**src/rtl/register.sv**
```systemverilog
// Parameterised load-enable register with asynchronous active-low reset.
// q_out comes straight from the storage flops; nothing combinational follows them.
module register #(
    parameter int                 WIDTH       = 8,
    parameter logic [WIDTH-1:0]   RESET_VALUE = '0
) (
    input  logic             clk,
    input  logic             reset,
    input  logic             enable,
    input  logic [WIDTH-1:0] d_in,
    output logic [WIDTH-1:0] q_out
);

    logic [WIDTH-1:0] q_q;
    logic [WIDTH-1:0] q_d;

    // Whole-word load when enabled; otherwise recirculate the stored value.
    always_comb begin
        q_d = q_q;
        if (enable) begin
            q_d = d_in;
        end
    end

    always_ff @(posedge clk or negedge reset) begin
        if (!reset) begin
            q_q <= RESET_VALUE;
        end else begin
            q_q <= q_d;
        end
    end

    assign q_out = q_q;

endmodule

```
**config.mk**
```make
export PLATFORM = sky130hd
export DESIGN_NAME = register
export DESIGN_NICKNAME = d
export VERILOG_FILES = /design/src/rtl/register.sv
export SDC_FILE = /design/constraint.sdc
export NUM_CORES = 1
export LEC_CHECK = 0
export CORE_AREA = 4 4 41 43
export CTS_CLUSTER_DIAMETER = 200
export DETAILED_ROUTE_END_ITERATION = 16
export DIE_AREA = 0 0 45 47
export GPL_ROUTABILITY_DRIVEN = 0
export SYNTH_ARGS = -nofsm -noshare
export SYNTH_HDL_FRONTEND = slang
export SYNTH_SLANG_ARGS = --single-unit
```
**constraint.sdc**
```tcl
create_clock -name clk -period 1.3 [get_ports clk]
set_input_delay 0.26 -clock clk [delete_from_list [all_inputs] [get_ports clk]]
set_output_delay 0.26 -clock clk [all_outputs]
set_load 0.02 [all_outputs]
```
# Word-level counts from Yosys, hierarchy flattened

Index checks and enable logic that the tools add are counted.

Bits in registers: 8
Bits of input ports: 11
Word-level logic and storage cells: 1

# Longest topological paths before layout

Word-level depth: 0
Depth in mapped cells: 2
Gate-level depth less buffers: 1

# Worst setup path after synthesis

OpenSTA, ideal clock, no wires.

Path type: reg2reg
Start: reg, netlist name q_out[0]
End: reg q_q[0], in the netlist q_out[0]
Cell stages (with the launch flop): 2
Library setup time: 0.125 ns
Path buffers: 0
Data required time: 1.175 ns
Arrival: 0.710 ns
Path slack: 0.465 ns
Cell sequence: dfrtp_1 -> mux2_4

RTL lines:

| what                   | RTL line | text |
|---|---|---|
| end signal: assignment | 29       | `q_q <= q_d;` |
| end: declaration       | 14       | `logic [WIDTH-1:0] q_q;` |

# Worst setup path after layout

Start: reg q_q[5], in the netlist q_out[5]
End: out q_out[5]

RTL lines:

| what             | RTL line | text |
|---|---|---|
| end: declaration | 11       | `output logic [WIDTH-1:0] q_out` |

No word-level cell between the ends.

==> metrics.log <==
INFO  metric worst-r2r-cell-count = 1
INFO  metric cts-root-buf = clkbuf_4
INFO  metric grt_first_pass_wirelength = 1221 um
INFO  metric ff2ff_setup_slack = 0.53 ns
INFO  metric worst-path-buf-inv = 1
INFO  metric final_critical_path_setup_slack = 0.08944 ns
INFO  metric grt_antenna_before_repair = 0
INFO  metric grt.overflow.total = 0
INFO  metric worst_pin_slew = 0.3573 ns
INFO  metric status = complete, no violations
INFO  metric yosys.area_share.simple = 0%
INFO  metric path_class = flip-flop to output pin
INFO  metric max_slew_violation_count = 0
INFO  metric grt_pass1_vias = 271
INFO  metric synth-compound-area-share = 0%
INFO  metric hold_ws = 0.2895 ns
INFO  metric mappedNetlistNets = 28
INFO  metric die_width = 45 um
INFO  metric fin_setup_tns = 0 ns
INFO  metric final_core_util = 42.02%
INFO  metric dpl.hpwl = 614 um
INFO  metric reg2reg_from = q_out[5]
INFO  metric wl_per_cell = 14.44 um
INFO  metric critical_path.slowest_cell = dfrtp_1
INFO  metric critPathCaptureType = output pin
INFO  metric nFillCells = 129
INFO  metric grt_max_degree = 9
INFO  metric floorplan.die_area = 2115 sq um
INFO  metric cts_hold_buf = 0
INFO  metric final_cell_mix = clkdlybuf4s50_1, mux2_4, dlygate4sd2_1, dfrtp_1, clkbuf_4
INFO  metric cts_tree = yes
INFO  metric drt_drc_violations_left = 0
INFO  metric worst_skew_pair.late_latency = 0.24 ns
INFO  metric area_used_by_multi_input_combinational_logic = 120.1 sq um
INFO  metric ir_drop = 0.4985 mV
INFO  metric m1WireLength = 319 um
INFO  metric cts_htree_levels = 1
INFO  metric syn2layout_area_growth = 64.91%
INFO  metric postRouteWirelength = 780 um
INFO  metric syn_inst = 17
INFO  metric cts_buffers = 3
INFO  metric timing.slew.headroom = 76.11%
INFO  metric final.min_clock_period = 1.211 ns
INFO  metric clk_transition_reported_paths = 0.05 ns
INFO  metric path_category_of_the_worst_min_delay_check = input port to asynchronous set/reset pin
INFO  metric ant_nets = 0
INFO  metric drive_above_1_share = 33.33%
INFO  metric report.power.total = 623.8 uW
INFO  metric synth_top_family_by_area = multiplexers
INFO  metric timing.final.crit_share = 93.12%
INFO  metric critical_path.cell_chain = dlygate4sd2_1
INFO  metric maximum_clock_skew_at_final_layout = 0 ns
INFO  metric post_synth_num_cell_types = 3
INFO  metric synth_xor_xnor_area_share = 0%
INFO  metric rsz0062_at_grt = false
INFO  metric pre_cts_ws = -0.03737 ns
INFO  metric synthesis.area_per_instance = 19.50 sq um
INFO  metric delay_of_the_slowest_cell_on_the_worst_path = 0.38 ns
INFO  metric p_leak = 0.0002642 uW
INFO  metric numClockSinks = 8
INFO  metric drt-pass1-iter-count = 1
INFO  metric std_cell_rows = 13
INFO  metric clock.fmax = 826.1 MHz
INFO  metric drt_first_iter_violations = 0
INFO  metric timing.critical_path.required = 1.04 ns
INFO  metric port_buffers = 18
INFO  metric vias_per_cell = 4.204
INFO  metric antenna_cells_inserted = 0
INFO  metric cp-start-kind = flip-flop
INFO  metric synth_area = 331.6 sq um
INFO  metric global_route.usage.total = 8.866%
INFO  metric number_of_register_bits_inferred_by_synthesis = 8
INFO  metric multiplexer_area_fraction_after_synthesis = 36.23%
INFO  metric routed-via-count = 227
INFO  metric met3_length = 89 um
INFO  metric p_per_area = 1141 nW/um^2
INFO  metric final_nets = 52
INFO  metric worst_ep_arrival_time = 0.95 ns
INFO  metric maximum_capacitance_violations = 0
INFO  metric die_h = 47 um
INFO  metric layout_commonest_cell = clkdlybuf4s50_1
INFO  metric critical_path_peak_fanout = 2
INFO  metric worstReg2RegEnd = q_out[5]
INFO  metric largest_register_ffs = 8
INFO  metric cpLargestDelayFamily = flip-flops
INFO  metric arithmetic_cell_share_of_the_synthesized_area_counting_full_adders_half_adders_and_majority_gates = 0%
INFO  metric core = 1301 sq um
INFO  metric maxUsedRoutingLayer = met3
INFO  metric synth_sequential_area_ratio = 60.38%
INFO  metric floorplan.initialDensity = 25.48%
INFO  metric met2_wirelength = 371 um
INFO  metric ys_warn_count = 0
INFO  metric clock_tree.buffer_depth = 2
INFO  metric timing.final.hold_violations = 0
INFO  metric final_count_of_negative_setup_slack_endpoints = 0
INFO  metric register_area = 200.2 sq um
INFO  metric num_io_pins = 19
## power breakdown
| part | switching [uW] | internal, uW |
|---|---|---|
| logic | 64.3 | 89.8 |
| registers | 13.9 | 274 |
| clock network | 76.3 | 105 |
| total | 154 | 469 |
## worst max-delay path by stage
stage | start | endpoint | slack, ns | depth (start not counted)
floorplan | q_out[0] | q_out[0] | 0.47 | 1
global placement | enable | q_out[1] | -0.01 | 3
detailed placement | enable | q_out[5] | -0.04 | 3
CTS | q_out[1] | q_out[1] | 0.07 | 1
global route | q_out[1] | q_out[1] | 0.04 | 1
finish | q_out[5] | q_out[5] | 0.09 | 1
## timing repair
item,in CTS,in global routing
gates resized for setup,8,0
endpoints found under the setup margin,8,0
buffers inserted,0,0
## Yosys cell counts, drive strengths merged
library cell	n	share of area, %
dfrtp	8	60
mux2	8	36
buf	1	3.4
## layout make-up
type,count,area share (%)
sequential,8,36.61
timing repair buffer,20,33.87
multi-input combinational,8,21.97
clock buffer,3,4.119
tap,15,3.432
## through the flow
step                instances  area (sq um)
finish                     54         546.8
global route               54         546.8
CTS                        54         546.8
detailed placement         51         534.3
global placement           51         534.3
floorplan                  17         331.6
## per-layer routing
layer  up-vias  GRT usage [%]
met5         -              0
met1       107          8.920
li1        104              -
met2        16          15.25
met3         0          3.831
met4         0          5.263
## logic make-up after synthesis
logic type	count (synthesis)
buffers and inverters	1
multiplexers	8
flip-flops	8
Power figures use the tool's default switching activity.
==> variant 1 (config.mk and constraints unchanged) <==
Set the parameter `WIDTH` to 10 (it was 8).
--- a/src/rtl/register.sv
+++ b/src/rtl/register.sv
@@ -2,5 +2,5 @@
 // q_out comes straight from the storage flops; nothing combinational follows them.
 module register #(
-    parameter int                 WIDTH       = 8,
+    parameter int                 WIDTH       = 10,
     parameter logic [WIDTH-1:0]   RESET_VALUE = '0
 ) (
Ports: changed (resized d_in and q_out); port bits go from 19 to 23. No check against the original RTL was run, so the function may have changed too.
==> variant 1 against the original RTL <==
Die area unchanged; combinational power up 26%; sequential cell count up 2; wire length up 12%; power up 32%; via count up 22%; synthesized area up 24%; first-iteration DRC count unchanged; register-to-register slack about the same; highest routed layer unchanged; cell area up 25%; sequential power up 24%; critical path type unchanged; worst setup slack worse by 0.026 ns; maximum frequency down 2.1%.
==> variant 1: results (changes against the original RTL) <==
outcome = finished clean
Port Buffers = 22 (+4)
clk_skew = 0 ns (unchanged)
vias per cell = 4.45 (+5.9%)
global-route wire length before repair = 1470 um (+20%)
CTS Buf Count = 3 (unchanged)
share of cells above drive strength 1 = 31.9% (-1.4 points)
vias in the first global route = 326 (+20%)
FFs w/ async S/R, synth = 100% (unchanged)
Cell variety after synth = 3 (unchanged)
arrival time of the worst setup path = 0.98 ns (+0.03 ns)
fill cell count = 116 (-10%)
ys flop type = dfrtp_1
Total GRT Usage = 10.5% (+1.6 points)
H-tree depth = 1 (unchanged)
fin nets = 61 (+17%)
dpl hpwl = 668 um (+8.8%)
setup bufs post-CTS = 0 (unchanged)
Psw = 0.202 mW (+31%)
R2R setup slack = 0.53 ns (about the same)
Synthesized Nets = 34 (+21%)
critical path peak fanout = 2 (unchanged)
Worst VDD drop = 710 uV (+42%)
top cells by count, synth = dfrtp_1 (10), mux2_4 (10), buf_6 (1)
number of flip-flops in the largest register = 10 (+2)
initial antenna violation count = 0 (unchanged)
top post-synthesis cells by area = dfrtp_1 (61%), mux2_4 (36%), buf_6 (2.7%)
Leakage = 0.329 nW (+25%)
max_slew headroom = 70.7% (-5.4 points)
initial DRC count = 0 (unchanged)
clock latency on the worst-skew pair = 0.26 ns (+0.02 ns)
diode count = 0 (unchanged)
Top Family by Delay on Critical Path = flip-flops
wire per inst = 14.1 um (-2.5%)
Hold Slack = 0.302 ns (+0.0129 ns)
clock tree buffer depth = 2 (unchanged)
register area share after synthesis = 60.8% (+0.41 points)
clock root cell = clkbuf_4
slowest CP cell = dfrtp_1
CP max stage delay = 0.38 ns (about the same)
Syn. warnings = 0 (unchanged)
largest net degree at the start of global routing = 11 (+2)
min-delay worst type = input pin to async pin
DR pass1 iterations = 1 (unchanged)
Reg clk slew, reported paths = 0.06 ns
==> variant 1: cell types whose count changed after synthesis <==
cell	change
mux2_4	+2
dfrtp_1	+2
==> variant 1: layout make-up <==
cell class,count,share of cell area (%)
Tap cell,15,2.75
Sequential cell,10,36.6
Multi-Input combinational cell,10,22.0
Timing Repair Buffer,23,33.3
Clock buffer,4,5.31
==> variant 1: kinds of logic after synthesis <==
family	count (synthesis)	synth area share, %
buffers and inverters	1	2.74
flip-flops	10	60.8
multiplexers	10	36.5
==> variant 1: power by group through the flow <==
stage | clock network [mW] | logic (mW) | registers [mW]
after floorplan | 0 | 0.0604 | 0.403
after global placement | 0 | 0.214 | 0.364
after detailed placement | 0 | 0.219 | 0.365
after CTS | 0.291 | 0.197 | 0.359
after global routing | 0.309 | 0.205 | 0.363
final | 0.274 | 0.194 | 0.358
==> variant 1: layer usage <==
| layer | vias to the layer above | global-route usage [%] | part of all wire, % |
|---|---|---|---|
| met4 | 0 | 3.51 | 0 |
| met2 | 19 | 14.7 | 46 |
| met3 | 0 | 8.81 | 15 |
| li1 | 123 | - | - |
| met5 | - | 0 | 0 |
| met1 | 134 | 11.8 | 39 |
==> variant 1: per-stage QoR <==
stage,setup slack [ns],cell area [um2],std cells
6_report,0.0637,683,62
5_1_grt,0.00581,683,62
4_1_cts,0.0405,683,62
3_5_place_dp,-0.0586,659,58
3_3_place_gp,-0.0436,659,58
2_1_floorplan,0.465,412,21
==> variant 1: what timing repair did <==
action                                  CTS  global route
endpoints found under the setup margin   10             0
gates resized for setup                  10             0
endpoints found under the hold margin     0             0
==> variant 1: worst paths after layout <==
kind / from / end / cells past startpoint
setup / recovery: q_out[1]$_DFFE_PN0P_ / q_out[1] / 1
hold / removal: reset / q_out[5]$_DFFE_PN0P_ / 1
setup reg to reg: q_out[7]$_DFFE_PN0P_ / q_out[7]$_DFFE_PN0P_ / 1
hold reg to reg: q_out[6]$_DFFE_PN0P_ / q_out[6]$_DFFE_PN0P_ / 1
max in group asynchronous: reset / q_out[7]$_DFFE_PN0P_ / 1
min in group clk: q_out[6]$_DFFE_PN0P_ / q_out[6]$_DFFE_PN0P_ / 1
==> variant 2 (config.mk and constraints unchanged) <==
Without the edit above. Reset style: synchronous (`reset`), changed in one clocked block. Comments in the files are not updated.
--- a/src/rtl/register.sv
+++ b/src/rtl/register.sv
@@ -23,5 +23,5 @@
     end
 
-    always_ff @(posedge clk or negedge reset) begin
+    always_ff @(posedge clk) begin
         if (!reset) begin
             q_q <= RESET_VALUE;
Function: differs if reset is asserted again (counterexample within 4 cycles, from zero or initial values and one cycle with reset low); with reset held inactive, the same outputs for 10 cycles.
==> variant 2 against the original RTL <==
Die area is the same; sequential cell count is the same; sequential power shrank 7.3%; sequential share of layout area shrank 5.6 points; power shrank 11%; clock power grew 2%; worst setup slack gained 0.035 ns; count of clock-buffer cells in the layout is the same; synthesized area shrank 9.1%; cell area shrank 5.5%; wire length shrank 16%.
==> variant 2: results (changes against the original RTL) <==
outcome = finished clean
placed instance count = 59 (+16%)
largest net degree at the start of global routing = 9 (unchanged)
Leakage = 0.248 nW (-6.2%)
wire per inst = 10.6 um (-27%)
min-delay worst type = register to register
Gate Count Post-Synth = 25 (+8)
Cell variety after synth = 4 (+1)
H-tree depth = 1 (unchanged)
Placed Area = 504 um2 (-5.6%)
global-route wire length before repair = 1200 um (-1.7%)
initial antenna violation count = 0 (unchanged)
Top Family by Delay on Critical Path = buffers and inverters
register area share after synthesis = 53.1% (-7.3 points)
dpl hpwl = 475 um (-23%)
Total GRT Usage = 8.65% (-0.22 points)
Reg clk slew, reported paths = 0.05 ns (about the same)
clk_skew = 0 ns (unchanged)
critical path peak fanout = 2 (unchanged)
fin nets = 60 (+15%)
Post-CTS Resized = 8 (unchanged)
clock root cell = clkbuf_4
Worst VDD drop = 462 uV (-7.4%)
clock latency on the worst-skew pair = 0.25 ns
number of flip-flops in the largest register = 8 (unchanged)
share of cells above drive strength 1 = 10.6% (-23 points)
CP max stage delay = 0.34 ns (-0.04 ns)
Slew @ Worst Pin = 0.223 ns (-0.134 ns)
DR pass1 iterations = 2 (+1)
Setup WS pre-CTS = 0.00979 ns (+0.0472 ns)
Total Wirelength = 658 um (-16%)
initial DRC count = 1 (+1)
vias in the first global route = 292 (+7.7%)
Synthesized Nets = 36 (+29%)
setup bufs post-CTS = 0 (unchanged)
diode count = 0 (unchanged)
arrival time of the worst setup path = 0.92 ns (-0.03 ns)
power per cell area = 1080 nW/um2 (-5.6%)
clock tree buffer depth = 2 (unchanged)
slowest CP cell = dlygate4sd2_1
vias per cell = 3.94 (-6.4%)
FFs w/ async S/R, synth = 0% (-100 points)
fill cell count = 146 (+13%)
Syn. warnings = 0 (unchanged)
ys flop type = dfxtp_1
top cells by count, synth = dfxtp_1 (8), mux2i_1 (8), nor2b_1 (8), buf_6 (1)
CTS Buf Count = 3 (unchanged)
Port Buffers = 18 (unchanged)
top post-synthesis cells by area = dfxtp_1 (53%), mux2i_1 (27%), nor2b_1 (17%), buf_6 (3.7%)
-- variant 2: cell types whose count changed in the layout (fill, tap and decap cells not counted) --
cell | before | now
mux2i_1 | 0 | 8
dfrtp_1 | 8 | 0
nor2b_1 | 0 | 8
mux2_4 | 8 | 0
dfxtp_1 | 0 | 8
-- variant 2: area by class of cell --
type	instances	share of cell area (%)
multi-input cells	16	25.2
repair buffers	20	35.8
well taps	15	3.63
flip-flops and latches	8	31.0
clock buffers	3	4.36
-- variant 2: kinds of logic after synthesis --
family                 Yosys count  share of synthesized area (%)
muxes                            8                           26.6
DFF                              8                           53.1
buffers and inverters            1                           3.73
and+or+nand+nor                  8                           16.6
-- variant 2: final timing paths --
kind	start	endpoint	slack, ns	depth (start not counted)
setup / recovery	q_out[6]$_SDFFE_PN0P_	q_out[6]	0.12	1
hold / removal	q_out[0]$_SDFFE_PN0P_	q_out[0]$_SDFFE_PN0P_	0.51	2
setup reg to reg	q_out[2]$_SDFFE_PN0P_	q_out[2]$_SDFFE_PN0P_	0.69	2
hold reg to reg	q_out[0]$_SDFFE_PN0P_	q_out[0]$_SDFFE_PN0P_	0.51	2
-- variant 2: power by group --
| group | leakage (nW) | switching (mW) | internal (mW) |
|---|---|---|---|
| logic | 0.168 | 0.0439 | 0.0611 |
| clock network | 0.0138 | 0.0794 | 0.105 |
| registers | 0.0661 | 0.00636 | 0.260 |
-- variant 2: layer usage --
layer | share of wire, % | vias up | GRT usage [%]
met2 | 31 | 17 | 10.2
met1 | 50 | 95 | 9.91
met4 | 2.4 | 0 | 7.02
li1 | - | 128 | -
met5 | 0 | - | 0
met3 | 16 | 4 | 6.90
